**src/rtl/usb_in_ep_arbiter.sv**
```systemverilog
// -----------------------------------------------------------------------------
// usb_in_ep_arbiter
//
// Shares one USB IN endpoint between two byte-stream clients (for example the
// UART bridge and a tone/status reporter). Ownership is granted per packet,
// round-robin. The block drives the endpoint req/put/done handshake and closes
// a packet when it reaches MAX_PKT bytes, when the owning client has been idle
// for FLUSH_TIMEOUT cycles, or when the endpoint buffer reports full.
//
// Parameters
//   MAX_PKT        maximum bytes per IN packet (1..64)
//   FLUSH_TIMEOUT  idle cycles of the owning client before a partial packet
//                  is closed (1..65535)
//
// Ports
//   clk, reset         system clock, synchronous active-high reset
//   c0_valid/data      client 0 byte offer
//   c0_ready           client 0 byte accepted this cycle (with c0_valid)
//   c1_valid/data      client 1 byte offer
//   c1_ready           client 1 byte accepted this cycle (with c1_valid)
//   in_ep_req          IN endpoint request (held for the whole packet)
//   in_ep_grant        IN endpoint grant
//   in_ep_data_free    endpoint buffer can take a byte
//   in_ep_data_put     byte write strobe
//   in_ep_data         byte to endpoint
//   in_ep_data_done    one-cycle packet-complete strobe
//   in_ep_stall        tied low
//   in_ep_acked        reserved, not used
//   owner              index of the current or last granted client
//   busy               high whenever the arbiter is not in IDLE
//
// Handshake: a client byte transfers on a cycle where cN_valid and cN_ready
// are both high. cN_ready does not depend on cN_valid, so a client may hold
// valid and data stable until it sees ready. The same cycle raises
// in_ep_data_put with the byte on in_ep_data (no pipeline stage).
// -----------------------------------------------------------------------------
module usb_in_ep_arbiter #(
    parameter int MAX_PKT       = 32,
    parameter int FLUSH_TIMEOUT = 255
) (
    input  logic       clk,
    input  logic       reset,

    input  logic       c0_valid,
    input  logic [7:0] c0_data,
    output logic       c0_ready,

    input  logic       c1_valid,
    input  logic [7:0] c1_data,
    output logic       c1_ready,

    output logic       in_ep_req,
    input  logic       in_ep_grant,
    input  logic       in_ep_data_free,
    output logic       in_ep_data_put,
    output logic [7:0] in_ep_data,
    output logic       in_ep_data_done,
    output logic       in_ep_stall,
    input  logic       in_ep_acked,

    output logic       owner,
    output logic       busy
);

    localparam int CW = $clog2(MAX_PKT + 1);

    localparam logic [CW-1:0] CNT_MAX   = CW'(MAX_PKT);
    localparam logic [CW-1:0] CNT_LAST  = CW'(MAX_PKT - 1);
    localparam logic [15:0]   IDLE_LAST = 16'(FLUSH_TIMEOUT - 1);

    typedef enum logic [2:0] {
        ST_IDLE = 3'd0,
        ST_REQ  = 3'd1,
        ST_XFER = 3'd2,
        ST_DONE = 3'd3,
        ST_GAP  = 3'd4
    } state_t;

    state_t        state;
    state_t        state_nxt;

    logic [CW-1:0] count;       // bytes already put in the current packet
    logic [15:0]   idle_cnt;    // consecutive XFER cycles without a put
    logic          last_owner;  // owner of the most recently closed packet

    logic          sel;         // client picked in IDLE
    logic          sel_vld;     // some client is offering a byte in IDLE
    logic          own_valid;
    logic          ready_owner;
    logic          put;
    logic          timeout;
    logic          close_pkt;   // XFER ends with a done strobe
    logic          abandon;     // XFER ends with nothing sent: drop req quietly

    // The reserved acknowledge input has no function in this block.
    logic          unused_acked;
    assign unused_acked = in_ep_acked;

    assign in_ep_stall = 1'b0;

    // -------------------------------------------------------------------------
    // Client selection in IDLE. On contention the client that did not own
    // the previous packet wins, which gives packet-granular round-robin.
    // -------------------------------------------------------------------------
    always_comb begin
        sel     = 1'b0;
        sel_vld = c0_valid | c1_valid;
        if (c0_valid && c1_valid) begin
            sel = ~last_owner;
        end else if (c1_valid) begin
            sel = 1'b1;
        end
    end

    // -------------------------------------------------------------------------
    // State register
    // -------------------------------------------------------------------------
    always_ff @(posedge clk) begin
        if (reset) begin
            state <= ST_IDLE;
        end else begin
            state <= state_nxt;
        end
    end

    // -------------------------------------------------------------------------
    // Next-state logic
    // -------------------------------------------------------------------------
    always_comb begin
        state_nxt = state;
        case (state)
            ST_IDLE: begin
                if (sel_vld) begin
                    state_nxt = ST_REQ;
                end
            end
            ST_REQ: begin
                // A client dropping valid here does not cancel the request;
                // the idle timeout in XFER cleans up instead.
                if (in_ep_grant && in_ep_data_free) begin
                    state_nxt = ST_XFER;
                end
            end
            ST_XFER: begin
                if (close_pkt) begin
                    state_nxt = ST_DONE;
                end else if (abandon) begin
                    state_nxt = ST_IDLE;
                end
            end
            ST_DONE: state_nxt = ST_GAP;
            ST_GAP:  state_nxt = ST_IDLE;
            default: state_nxt = ST_IDLE;
        endcase
    end

    // -------------------------------------------------------------------------
    // Output / datapath decode. Everything client-facing is gated by reset so
    // no byte can be accepted on a reset cycle.
    // -------------------------------------------------------------------------
    always_comb begin
        own_valid   = owner ? c1_valid : c0_valid;
        ready_owner = !reset && (state == ST_XFER) && in_ep_grant &&
                      in_ep_data_free && (count < CNT_MAX);
        put         = own_valid && ready_owner;

        c0_ready        = ready_owner && !owner;
        c1_ready        = ready_owner &&  owner;
        in_ep_data_put  = put;
        in_ep_data      = reset ? 8'h00 : (owner ? c1_data : c0_data);
        busy            = (state != ST_IDLE);

        // Close conditions, highest priority first: full packet, endpoint
        // buffer full with data pending, idle timeout with data pending.
        // A timeout with nothing put abandons the request so no zero-length
        // packet is ever produced.
        timeout   = !put && (idle_cnt == IDLE_LAST);
        close_pkt = (put && (count == CNT_LAST)) ||
                    ((count != '0) && !in_ep_data_free) ||
                    (timeout && (count != '0));
        abandon   = timeout && (count == '0);
    end

    // -------------------------------------------------------------------------
    // Registered endpoint signals and packet counters
    // -------------------------------------------------------------------------
    always_ff @(posedge clk) begin
        if (reset) begin
            in_ep_req       <= 1'b0;
            in_ep_data_done <= 1'b0;
            count           <= '0;
            idle_cnt        <= '0;
            last_owner      <= 1'b1;   // client 0 wins the first contention
            owner           <= 1'b0;
        end else begin
            in_ep_data_done <= 1'b0;
            case (state)
                ST_IDLE: begin
                    if (sel_vld) begin
                        owner     <= sel;
                        in_ep_req <= 1'b1;
                        count     <= '0;
                        idle_cnt  <= '0;
                    end
                end
                ST_XFER: begin
                    if (put) begin
                        count    <= count + 1'b1;
                        idle_cnt <= '0;
                    end else if (idle_cnt != 16'hFFFF) begin
                        // Keeps counting while grant is lost, so the
                        // timeout path still closes the packet.
                        idle_cnt <= idle_cnt + 16'd1;
                    end

                    // The done strobe is registered so it lines up exactly
                    // with the DONE state, and req falls in the same cycle.
                    if (close_pkt) begin
                        in_ep_data_done <= 1'b1;
                        in_ep_req       <= 1'b0;
                        last_owner      <= owner;
                    end else if (abandon) begin
                        in_ep_req  <= 1'b0;
                        last_owner <= owner;
                    end
                end
                default: begin
                end
            endcase
        end
    end

endmodule

```
**config.mk**
```make
export PLATFORM = sky130hd
export DESIGN_NAME = usb_in_ep_arbiter
export DESIGN_NICKNAME = d
export VERILOG_FILES = /design/src/rtl/usb_in_ep_arbiter.sv
export SDC_FILE = /design/constraint.sdc
export NUM_CORES = 1
export LEC_CHECK = 0
export ABC_AREA = 0
export BUFFER_PORTS_ARGS = -buffer_cell sky130_fd_sc_hd__buf_4
export CAP_MARGIN = 10
export CORE_MARGIN = 4
export CORE_UTILIZATION = 45
export CTS_CLUSTER_SIZE = 14
export DETAILED_ROUTE_END_ITERATION = 12
export HOLD_SLACK_MARGIN = 0.06
export PLACE_DENSITY = 0.65
export SETUP_SLACK_MARGIN = 0.3
export SYNTH_ARGS = -nofsm -noshare
export SYNTH_HDL_FRONTEND = slang
export SYNTH_SLANG_ARGS = --single-unit
```
**constraint.sdc**
```tcl
create_clock -name clk -period 2 [get_ports clk]
set_input_delay 0.4 -clock clk [delete_from_list [all_inputs] [get_ports clk]]
set_output_delay 0.4 -clock clk [all_outputs]
set_load 0.05 [all_outputs]
```
==> results_dict.tcl <==
set metrics [dict create \
    status "complete, no violations" \
    io_buffers 36 \
    ios 39 \
    clk_pin_slew_ns 0.07 \
    grt_use_met2_pct 33.7 \
    drtIter0Drc 117 \
    max-cap-violations 0 \
    fin_worst_skew_ns 0.0105 \
    grt_max_degree 19 \
    syn_inst 224 \
    grt-ovfl-total 0 \
    ant_nets 0 \
    rows 22 \
    netlist_area_mm2 0.00181 \
    busiest_layer "met2" \
    path_class "flop to primary output" \
    synth_cell_types 49 \
    ys_ff_latch 29 \
    via_per_inst 5.51 \
    crit_buf_inv 2 \
    critPathRequiredTime_ns 1.60 \
    start_util_pct 48.0 \
    critPathMaxStageDelay_ns 0.40 \
    synth_top_area_cell "dfxtp_1" \
    regToRegStartpoint "state[0]$_SDFFE_PP0P_" \
    post_dp_cell_area_mm2 0.00229 \
    crit_path_top_delay_cell "or3b_4" \
    drcViolationCount 0 \
    crit_fanout 4 \
    synth-seq-area-share_pct 32.1 \
    dieArea_mm2 0.00510 \
    core-area_mm2 0.00377 \
    die_h_um 71.4 \
    fin_worst_hold_slack_ns 0.344 \
    fin_crit_ns 1.87 \
    start_kind "flop" \
    drt_wl_total_mm 5.25 \
    p_leak_nw 1.09 \
    setup_viol 0 \
    max_freq_ghz 0.534 \
    finalHoldViolCount 0 \
    crit_end "c0_ready" \
    grt_pass1_wl_mm 8.58 \
    critPathTopFamily "simple AND/OR/NAND/NOR gates" \
    utilization_pct 78.3 \
    grt.total_usage_pct 21.0 \
    endpoint_kind "primary output" \
    hp-start "reset" \
    clkLatencyLatePin_ns 0.29 \
    ff_latch_area_um2 594 \
    r2r_cells 9 \
    dp_hpwl_mm 3.23 \
    drive_above_1_share_pct 47.4 \
    cp.depth 4 \
    path_cells "or3b_4, buf_6, nor3_4, buf_6" \
    cts-buffers-inserted 5 \
    clock_sinks 29 \
    place_congestion 0.829 \
    cp-startpoint "state[2]$_SDFFE_PP0P_" \
    final.setup.tns_ns 0 \
    num_antenna_cells 0 \
    synth.avg_cell_area_um2 8.08 \
    synthToLayoutAreaGrowth_pct 63.3 \
    final_design_area_no_fill_mm2 0.00295 \
    htreeDepth 2 \
    gr-usage-met1_pct 29.1 \
    dp.cells 308 \
    yosysTopAreaCellShare_pct 32.1 \
    met3_usage_pct 3.93 \
    final_cells 339 \
    cts_buffer_depth 2 \
    antenna_found_initial 0 \
    maxSlewViolCount 0 \
    vias 1869 \
    routedWlPerCell_um 15.5 \
    fillCellCount 242 \
    powerDensity_mw_per_mm2 516 \
    max-vdd-ir-drop_v 0.000461 \
    synth.area.top_cells "dfxtp_1 32%, mux2i_1 7.2%, nor2_1 6.6%" \
    arrival_ns 1.47 \
    cts_tree "yes" \
    worstHoldPathType "primary input to flop" \
    syn_nets 251 \
    clockRootBuffer "clkbuf_8" \
    die_x_um 71.4 \
    drt_first_pass_iters 4 \
    multi_input_comb_area_mm2 0.00147 \
    reg2reg_to "state[1]$_SDFFE_PP0P_" \
    crit_top_cell "buf_6" \
    reg2reg_slack_ns 0.19 \
    grt_pass1_vias 1806 \
    cts-hold-fix-buffers 0 \
    finalCritPeriodShare_pct 93.6 \
    ys_warn_count 0 \
    rsz0062_at_grt "yes" \
    fin_nets 317 \
]
-- per-stage QoR --
stage,setup slack (ns),total power [W]
floorplan,0.279,0.000821
global placement,0.157,0.000914
detailed placement,0.115,0.000915
CTS,0.133,0.00148
global route,0.103,0.00158
finish,0.129,0.00153
-- worst min path at each step --
stage,end,depth (start not counted)
2_1_floorplan,idle_cnt[15]$_SDFFE_PP0P_,1
3_3_place_gp,idle_cnt[14]$_SDFFE_PP0P_,2
3_5_place_dp,idle_cnt[15]$_SDFFE_PP0P_,1
4_1_cts,state[1]$_SDFFE_PP0P_,2
5_1_grt,state[1]$_SDFFE_PP0P_,2
6_report,state[1]$_SDFFE_PP0P_,2
-- cell families (layout without fill, tap and decap cells) --
kind of cell	after synthesis	count (layout)	synth area share (%)
buffers and inverters	26	93	6.85
adder cells (fa/ha/maj)	4	4	2.77
other	1	1	0.207
XOR/XNOR	14	14	6.78
AND/OR/NAND/NOR	97	97	28.3
multiplexers	14	14	7.81
flip-flops	29	29	32.1
AO/OA/AOI/OAI	39	39	15.2
-- cell usage in the layout (no fill, tap or decap), types with 2 or more instances in the layout --
cell	synthesis	routed
buf_4	3	47
nor2_1	32	24
dfxtp_1	29	24
buf_6	1	21
xnor2_1	13	13
nand2_1	14	13
inv_1	10	9
mux2i_4	0	8
nor2_4	0	8
nand4_1	8	8
a21oi_1	8	7
nand3_1	9	6
mux2i_1	13	5
clkbuf_8	0	5
and2_1	5	4
a211oi_1	7	4
nor3_1	7	4
ha_1	4	4
nor3_4	1	3
a211oi_2	0	3
a31oi_1	5	3
o21ai_0	5	3
buf_8	0	3
dfxtp_4	0	3
nand3_4	0	2
a21oi_4	1	2
and4_4	0	2
and4_1	5	2
a311oi_2	0	2
nor2b_1	3	2
clkinv_2	0	2
dfxtp_2	0	2
buf_12	0	2
-- cell usage after synthesis, drive strengths merged --
cell type / number
nor2: 32
dfxtp: 29
nand2: 14
mux2i: 13
xnor2: 13
buf: 11
inv: 11
a21oi: 9
nand3: 9
nand4: 8
nor3: 8
a211oi: 7
and2: 6
a31oi: 5
and4: 5
o21ai: 5
a311oi: 4
clkbuf: 4
ha: 4
nor2b: 3
and3: 2
nor4: 2
a211o: 1
a21o: 1
a221o: 1
a311o: 1
a31o: 1
a32oi: 1
and4bb: 1
conb: 1
mux2: 1
nand2b: 1
nand4bb: 1
nor3b: 1
nor4b: 1
o21bai: 1
o22ai: 1
o31ai: 1
or2: 1
or3: 1
or3b: 1
xor2: 1
-- registers in the layout, indices dropped and copies added (netlist names) --
register         flops
state                3
last_owner           1
owner                1
idle_cnt            16
in_ep_req            1
in_ep_data_done      1
count                6
-- layer usage --
layer	up-vias	routed length (µm)
met3	7	213
li1	933	-
met2	41	2520
met5	-	0
met1	888	2460
met4	0	59
-- report_power, final --
group          switching [W]  internal, W  leakage, nW  total [W]
Clock               0.000239     0.000241       0.0450   0.000480
Sequential        0.00000845     0.000586        0.237   0.000594
Combinational       0.000243     0.000208        0.806   0.000451
-- layout make-up --
cell class / instances / share of cell area, %
Timing Repair Buffer: 74 / 23.8
Tap cell: 48 / 2.03
Clock buffer: 6 / 2.46
Multi-Input combinational cell: 169 / 49.6
Inverter: 11 / 1.65
Sequential cell: 29 / 20.1
Clock inverter: 2 / 0.339
-- what timing repair did --
| item | in CTS | in global routing |
|---|---|---|
| cloned | 1 | 0 |
| pin swaps | 8 | 11 |
| gates resized for setup | 52 | 35 |
| setup buffers | 17 | 5 |
| endpoints found under the setup margin | 23 | 31 |
No activity file was read; power rests on OpenSTA's default activity.
